--- src/rtl/cache_pkg.sv ---
// Shared types, widths and the round-robin selection helper for the cache read arbiter.
package cache_pkg;

    localparam int LEN_W       = 16;
    localparam int CNT_W       = LEN_W + 1;
    localparam int MAX_CLIENTS = 8;

    typedef enum logic [1:0] {
        IDLE,
        REQ,
        XFER,
        DONE
    } state_t;

    // Returns {found, index}: the first requester after 'last' (one-hot), wrapping over n clients.
    function automatic logic [3:0] rr_pick(input logic [MAX_CLIENTS-1:0] req,
                                           input logic [MAX_CLIENTS-1:0] last,
                                           input int unsigned            n);
        logic       found;
        logic [2:0] last_idx;
        logic [2:0] idx;
        logic [2:0] win;
        found    = 1'b0;
        last_idx = '0;
        idx      = '0;
        win      = '0;
        for (int unsigned i = 0; i < MAX_CLIENTS; i++) begin
            if (last[i]) last_idx = 3'(i);
        end
        for (int unsigned k = 1; k <= MAX_CLIENTS; k++) begin
            if (k <= n && !found) begin
                idx = 3'((32'(last_idx) + k) % n);
                if (req[idx]) begin
                    found = 1'b1;
                    win   = idx;
                end
            end
        end
        return {found, win};
    endfunction

endpackage

--- src/rtl/rr_arbiter.sv ---
// Pointer-based round-robin arbiter: one-hot grant to the first requester after the last winner.
module rr_arbiter
    import cache_pkg::*;
#(
    parameter int NUM_CLIENTS = 2
) (
    input  logic [NUM_CLIENTS-1:0] req_i,
    input  logic [NUM_CLIENTS-1:0] last_i,
    output logic [NUM_CLIENTS-1:0] gnt_o,
    output logic                   any_o
);

    logic [3:0] pick;

    // Pick the winner and decode it to a one-hot grant.
    always_comb begin
        pick  = rr_pick(MAX_CLIENTS'(req_i), MAX_CLIENTS'(last_i), NUM_CLIENTS);
        gnt_o = '0;
        for (int i = 0; i < NUM_CLIENTS; i++) begin
            gnt_o[i] = pick[3] && (pick[2:0] == 3'(i));
        end
        any_o = pick[3];
    end

endmodule

--- src/rtl/cache_rd_arbiter.sv ---
// Arbitrates burst reads from several cache controllers onto one memory read port.
// One burst is in flight at a time; data is passed through to the owning client.
module cache_rd_arbiter
    import cache_pkg::*;
#(
    parameter int NUM_CLIENTS = 2,
    parameter int addr_width  = 32,
    parameter int data_width  = 32
) (
    input  logic                              clk,
    input  logic                              rst,
    input  logic [NUM_CLIENTS-1:0]            c_rd_req,
    output logic [NUM_CLIENTS-1:0]            c_rd_gnt,
    input  logic [NUM_CLIENTS*LEN_W-1:0]      c_rd_len,
    input  logic [NUM_CLIENTS*addr_width-1:0] c_rd_addr,
    output logic [data_width-1:0]             c_rd_data,
    output logic [NUM_CLIENTS-1:0]            c_rd_valid,
    input  logic [NUM_CLIENTS-1:0]            c_rd_ready,
    output logic [NUM_CLIENTS-1:0]            c_rd_done,
    output logic                              rd_req,
    input  logic                              rd_gnt,
    output logic [LEN_W-1:0]                  rd_len,
    output logic [addr_width-1:0]             rd_addr,
    input  logic [data_width-1:0]             rd_data,
    input  logic                              rd_valid,
    output logic                              rd_ready,
    input  logic                              rd_done,
    output logic                              len_err
);

    localparam logic [NUM_CLIENTS-1:0] PTR_RST = NUM_CLIENTS'(1) << (NUM_CLIENTS - 1);

    state_t                  state_q, state_d;
    logic [NUM_CLIENTS-1:0]  ptr_q;
    logic [NUM_CLIENTS-1:0]  own_q;
    logic [NUM_CLIENTS-1:0]  gnt_q, gnt_d;
    logic [LEN_W-1:0]        len_q;
    logic [addr_width-1:0]   addr_q;
    logic [CNT_W-1:0]        cnt_q;

    logic [NUM_CLIENTS-1:0]  arb_gnt;
    logic                    arb_any;
    logic [LEN_W-1:0]        sel_len;
    logic [addr_width-1:0]   sel_addr;
    logic                    grant_en;
    logic                    cnt_clr;
    logic                    beat;

    rr_arbiter #(
        .NUM_CLIENTS(NUM_CLIENTS)
    ) u_rr (
        .req_i (c_rd_req),
        .last_i(ptr_q),
        .gnt_o (arb_gnt),
        .any_o (arb_any)
    );

    // Route the winning client's burst descriptor toward the memory-side registers.
    always_comb begin
        sel_len  = '0;
        sel_addr = '0;
        for (int i = 0; i < NUM_CLIENTS; i++) begin
            if (arb_gnt[i]) begin
                sel_len  = c_rd_len[i*LEN_W +: LEN_W];
                sel_addr = c_rd_addr[i*addr_width +: addr_width];
            end
        end
    end

    // Next-state and per-state outputs; data and handshakes only reach the owner during XFER.
    always_comb begin
        state_d    = state_q;
        grant_en   = 1'b0;
        cnt_clr    = 1'b0;
        rd_req     = 1'b0;
        rd_ready   = 1'b0;
        c_rd_valid = '0;
        c_rd_done  = '0;
        c_rd_data  = '0;
        len_err    = 1'b0;
        case (state_q)
            IDLE: begin
                if (arb_any) begin
                    grant_en = 1'b1;
                    state_d  = REQ;
                end
            end
            REQ: begin
                rd_req = 1'b1;
                if (rd_gnt) begin
                    cnt_clr = 1'b1;
                    state_d = XFER;
                end
            end
            XFER: begin
                rd_ready   = |(c_rd_ready & own_q);
                c_rd_valid = own_q & {NUM_CLIENTS{rd_valid}};
                c_rd_data  = rd_data;
                if (rd_done) state_d = DONE;
            end
            DONE: begin
                c_rd_done = own_q;
                len_err   = (cnt_q != ({1'b0, len_q} + CNT_W'(1)));
                state_d   = IDLE;
            end
            default: state_d = IDLE;
        endcase
        gnt_d = grant_en ? arb_gnt : '0;
        beat  = rd_valid && rd_ready;
    end

    // FSM state register.
    always_ff @(posedge clk) begin
        if (rst) state_q <= IDLE;
        else     state_q <= state_d;
    end

    // Grant pulse, round-robin pointer, owner, latched descriptor and saturating beat counter.
    always_ff @(posedge clk) begin
        if (rst) begin
            gnt_q  <= '0;
            ptr_q  <= PTR_RST;
            own_q  <= '0;
            len_q  <= '0;
            addr_q <= '0;
            cnt_q  <= '0;
        end else begin
            gnt_q <= gnt_d;
            if (grant_en) begin
                ptr_q  <= arb_gnt;
                own_q  <= arb_gnt;
                len_q  <= sel_len;
                addr_q <= sel_addr;
            end
            if (cnt_clr)                 cnt_q <= '0;
            else if (beat && cnt_q != '1) cnt_q <= cnt_q + CNT_W'(1);
        end
    end

    assign c_rd_gnt = gnt_q;
    assign rd_len   = len_q;
    assign rd_addr  = addr_q;

endmodule

--- config.mk ---
export PLATFORM = sky130hd
export DESIGN_NAME = cache_rd_arbiter
export DESIGN_NICKNAME = d
export VERILOG_FILES = /design/src/rtl/cache_pkg.sv /design/src/rtl/rr_arbiter.sv /design/src/rtl/cache_rd_arbiter.sv
export SDC_FILE = /design/constraint.sdc
export NUM_CORES = 1
export LEC_CHECK = 0
export ABC_AREA = 1
export CORE_MARGIN = 2
export CORE_UTILIZATION = 41
export CTS_CLUSTER_DIAMETER = 200
export CTS_CLUSTER_SIZE = 10
export DETAILED_ROUTE_END_ITERATION = 8
export PLACE_DENSITY = 0.82
export REMOVE_ABC_BUFFERS = 1
export SYNTH_ARGS = -nofsm -noshare
export SYNTH_HDL_FRONTEND = slang
export SYNTH_SLANG_ARGS = --single-unit
--- constraint.sdc ---
create_clock -name clk -period 2.7 [get_ports clk]
set_input_delay 0.27 -clock clk [delete_from_list [all_inputs] [get_ports clk]]
set_output_delay 0.27 -clock clk [all_outputs]
set_load 0.02 [all_outputs]
Yosys cells after proc, flatten, opt, wreduce, memory -nomap -nowiden --
Index checks and enable logic that the tools add are counted.
Word-level totals: register bits after elaboration 73, output and inout port bits 89, logic and storage cells 64
Cells by class: $add $sub $neg 4, order comparisons 2, eq/ne operators 9, muxes and demuxes 29, bitwise gates (word level) 3, reduce and logical (&&, ||, !) cells 10
Operator list (number):
- 32-bit two-way mux | 3
- 16-bit two-way mux | 2
- 16-bit by 1-bit adder with 17-bit output, second input constant | 1
- 17-bit by 1-bit adder with 17-bit output, second input constant | 1
- 1-bit two-way mux | 17
- 17-bit inequality test | 1
- 17-bit inequality test, second input constant | 1
- 2-bit two-way mux | 5
- 1-bit by 4-bit < comparator with 1-bit output, second input constant | 2
- 2-bit case mux with 4 select lines | 1
- 2-bit inequality test, second input constant | 3
- 2-bit OR reduction | 3
- 2-bit AND | 2
- 2-bit == test, second input constant | 2
- 1-bit logical AND | 4
- 3-bit by 1-bit == test with 1-bit output, second input constant | 1
- 3-bit logical NOT | 1
- 3-bit two-way mux | 1
- 3-bit AND reduction | 1
- 1-bit adder, second input constant | 2
- 2-bit by 1-bit == test with 1-bit output, second input constant | 1
- 2-bit logical NOT | 1
- 1-bit inverter | 1

Longest topological paths before layout --
depth after elaboration 11, mapped depth 14

By module --
A second synthesis with hierarchy kept.
Unflattened totals: cells, all modules 614, area, all modules 4119.0 µm²
Modules (own cells, without submodules):
- cache_rd_arbiter | times used 1, cells each 608, area each 4093.9 µm², sequential area each 1441.4 µm²
- rr_arbiter | times used 1, cells each 6, area each 25.0 µm², sequential area each 0.0 µm²

Least setup slack after synthesis --
OpenSTA, ideal clock, no wires.
kind reg2reg, start register cnt_q[0], end register cnt_q[11], setup time 0.066 ns, arrival time 1.965 ns, required time 2.634 ns, setup slack 0.669 ns, cell stages (with the launch flop) 14, buffers on the path 2, cells stage by stage dfxtp_1 ha_1 nand2_1 inv_1 nand4_2 nor4_1 ha_1 nor2_1 and3_1 buf_4 inv_2 buf_4 nand2_1 a21oi_2
On the way: word-level cells in the longest chain between the ends 2
RTL lines:
- start: declaration | RTL line cache_rd_arbiter.sv:39 | logic [CNT_W-1:0] cnt_q;
- start signal: assignment | RTL line cache_rd_arbiter.sv:136 | else if (beat && cnt_q != '1) cnt_q <= cnt_q + CNT_W'(1);
- parallel branches: the longest is 2 deep, another holds 17-bit by 1-bit adder with 17-bit output
Several ways; the timed one is not identified. A chain may end at the register's enable or synchronous reset.

Worst setup path in the final report --
start register state_q[0], end output c_rd_valid[0]
On the way: word-level cells in the longest chain between the ends 2
RTL lines:
- start: declaration | RTL line cache_rd_arbiter.sv:33 | state_t state_q, state_d;
- start signal: assignment | RTL line cache_rd_arbiter.sv:115 | else state_q <= state_d;
- 2-bit == test | RTL line cache_rd_arbiter.sv:81 | case (state_q)
- 2-bit two-way mux | RTL line cache_rd_arbiter.sv:81
- end: declaration | RTL line cache_rd_arbiter.sv:17 | output logic [NUM_CLIENTS-1:0] c_rd_valid,
Every way passes these cells.

==> flow_summary.toml <==
[outcome]
status = "complete, no violations"

[timing]
layout_setup_ws_ns = 0.2295
skew_ns = 0.009075
min_period_over_period = 0.9150
hold_viol = 0
hold_slack_ns = 0.4909
tns_ns = 0
fmax_mhz = 404.8
worst_slew_pin_slew_ns = 0.6419
rsz0062_at_grt = "no"
slew_headroom = 0.5720
finalSetupViolations = 0
drv_slew = 0
min_period_ns = 2.471

[placement]
portBuffers = 225
routabilityCongestion = 0.9197
place_hpwl_um = 11580
pre_cts_slack_ns = 0.2731
placed_cell_area_mm2 = 0.006857

[cts]
cts_max_level = 3
root_buffer = "clkbuf_8"
clockBufferDepth = 2
postCtsSetupBuffers = 0
clkTransAtPathRegs_ns = 0.09
numClockSinks = 72
cts_made_buffers = 9
tritoncts = "yes"
clk_latency_ns = 0.36

[setup_path]
crit_chain = "inv_1 -> ha_1 -> buf_4 -> inv_1 -> nor3_1 -> clkdlybuf4s50_1"
worstPathRequired_ns = 2.43
crit_top_cell = "inv_1"
cp-start-kind = "register"
cp.depth = 6
critPathArrivalTime_ns = 2.20
path_class = "register to output pin"
slowest_stage = "clkdlybuf4s50_1"
crit_buf_inv = 4
critPathMaxFanout = 20
startpoint = "state_q[0]$_SDFFE_PP0P_"
crit_family = "buffers and inverters"
r2r_setup_slack_ns = 0.31
r2r_cells = 12
end_kind = "output pin"
r2r-end = "cnt_q[3]$_SDFFE_PP0P_"
critPathCapture = "c_rd_valid[0]"
rr_startpoint = "cnt_q[0]$_SDFFE_PP0P_"
max_stage_delay_ns = 0.65

[route]
ant_nets = 0
drtIter0Drc = 190
vias = 5040
drt_wl_total_um = 14640
viasPerCell = 4.777
dr.pass1.iters = 5
wl_per_cell_um = 13.88
drc = 0

[global_routing]
grt_pass1_wl_um = 22650
gr-usage-all-layers = 0.2441
grt-ovfl-total = 0
grt_antenna_before_repair = 0
grt_pass1_vias = 4690
grt_max_degree = 64

[logic_synthesis]
synth_most_common_cell = "nand2_1"
synth_area_per_cell_um2 = 6.467
netlist-cell-type-count = 42
synth_fa_ha_area_frac = 0.02227
synth_seq_area_share = 0.3207
synth_top_family_by_area = "simple AND/OR/NAND/NOR gates"
async_reset_ff_frac = 0
synthMuxAreaShare = 0
synth_edf_count = 0
yosysTopAreaCell = "dfxtp_1"
synth_xor_area_frac = 0.02923
synth.ff_latch_count = 72
netlist_area_mm2 = 0.004494
synthCells = 695
yosys.area_share.simple = 0.3410
netlist.area_leader.share = 0.3207
synth.area.top_cells = "dfxtp_1 32%, nand2_1 17%, inv_1 9.4%"
synth-compound-area-share = 0.1450
ys.flop_type = "dfxtp_1"
yosys_warnings = 0
synth_commonest_cells = "201 x nand2_1, 112 x inv_1, 72 x dfxtp_1, 67 x nand3_1"

[floorplanning]
die_area_mm2 = 0.01182
core_mm2 = 0.01075
rows = 38
die_x_um = 108.7
die_h_um = 108.7
start_util = 0.4183
io_pins = 226

[power_and_ir_drop]
finalPower_mw = 5.194
peakVddDrop_mv = 0.5273
leakage_nw = 3.277
power_density_mw_per_mm2 = 737.5

[cells_and_area]
drive_gt1_frac = 0.07432
syn2layout_area_growth_pct = 56.68
antenna_cells = 0
fin_nets = 1055
final_area_mm2 = 0.007042

[run]
maxCapViolCount = 0

[min_path]
hold_path.class = "input port to register"
==> state kept, by name, summed over array words and instances, names as in the netlist <==
signal	flops
rd_addr	32
cnt_q	17
rd_len	16
c_rd_gnt	2
ptr_q	2
state_q	2
own_q	1
==> per-layer routing <==
metal | up-vias | global-route usage | wire (um)
met3 | 16 | 0.07890 | 1143
met2 | 150 | 0.4161 | 7271
li1 | 2633 | - | -
met5 | - | 0 | 0
met1 | 2241 | 0.2922 | 5989
met4 | 0 | 0.07418 | 233
==> layout make-up <==
cell class	count	area [um^2]
Fill cell	972	3704
Multi-Input combinational cell	465	2421
Timing Repair Buffer	237	2354
Sequential cell	72	1444
Inverter	125	469.2
Tap cell	140	175.2
Clock buffer	9	123.9
Clock inverter	7	55.05
==> layout by cell type (no fill, tap or decap), types with 2 or more instances in the layout <==
| master | netlist | routed |
|---|---|---|
| clkdlybuf4s50_1 | 0 | 224 |
| nand2_1 | 201 | 201 |
| inv_1 | 112 | 111 |
| dfxtp_1 | 72 | 70 |
| nand3_1 | 67 | 66 |
| nor2_1 | 33 | 33 |
| o211ai_1 | 33 | 33 |
| a21oi_1 | 24 | 24 |
| inv_2 | 11 | 12 |
| o21ai_1 | 12 | 12 |
| buf_4 | 5 | 11 |
| o21ai_0 | 10 | 10 |
| clkbuf_8 | 0 | 9 |
| nor3_1 | 8 | 8 |
| xor2_1 | 8 | 8 |
| a22o_1 | 8 | 8 |
| ha_1 | 8 | 8 |
| xnor2_1 | 7 | 7 |
| nand4_1 | 7 | 7 |
| a21o_1 | 7 | 7 |
| nand2_2 | 6 | 6 |
| nor2_4 | 4 | 4 |
| nand3_2 | 3 | 4 |
| nor2_2 | 4 | 4 |
| clkinv_1 | 2 | 2 |
| clkinvlp_4 | 0 | 2 |
| clkinv_4 | 0 | 2 |
| inv_6 | 0 | 2 |
| dfxtp_2 | 0 | 2 |
==> worst reg2reg max path, cell delays in order, from the launching register on <==
cell	delay (ns)
dfxtp_1	0.44
ha_1	0.26
nand2_1	0.09
inv_1	0.13
nand4_2	0.12
nor4_1	0.25
ha_1	0.20
nor2_1	0.04
and3_1	0.29
inv_2	0.26
nor2_1	0.07
nand2_1	0.06
a21oi_1	0.06
==> report_power, final <==
group / switching, mW / total [mW] / internal [mW]
Sequential: 0.226 / 1.57 / 1.34
Combinational: 1.57 / 2.83 / 1.26
Clock: 0.458 / 0.799 / 0.341
==> how the worst min path moves through the flow <==
stage                                from                 endpoint  cells past startpoint  slack [ns]
floorplan                             rst    own_q[1]$_SDFFE_PP0P_                      1        0.34
global placement    ptr_q[1]$_SDFFE_PP1P_    ptr_q[1]$_SDFFE_PP1P_                      2        0.47
detailed placement  ptr_q[1]$_SDFFE_PP1P_    ptr_q[1]$_SDFFE_PP1P_                      2        0.47
CTS                           c_rd_len[7]   rd_len[7]$_SDFFE_PP0P_                      2        0.48
global route                 c_rd_len[12]  rd_len[12]$_SDFFE_PP0P_                      2        0.48
finish                        c_rd_len[7]   rd_len[7]$_SDFFE_PP0P_                      2        0.49
==> metrics by stage <==
step,instances,utilization
3_5_place_dp,1039,0.6381
4_1_cts,1055,0.6546
5_1_grt,1055,0.6553
3_3_place_gp,1039,0.6381
2_1_floorplan,662,-
6_report,1055,0.6553
==> cell families (layout without fill, tap and decap cells) <==
logic type                 after synthesis  after routing
adders and majority gates                8              8
buffers and inverters                  158            378
and+or+nand+nor                        342            342
xor gates and xnor gates                15             15
AOI/OAI and AO/OA                      100            100
DFF                                     72             72
==> timing repair <==
| item | in CTS | in global routing |
|---|---|---|
| pin swaps | 0 | 0 |
| endpoints found under the setup margin | 1 | 1 |
| gates resized for setup | 1 | 3 |
| hold buffers | 0 | 0 |
No activity file was read; power rests on OpenSTA's default activity.
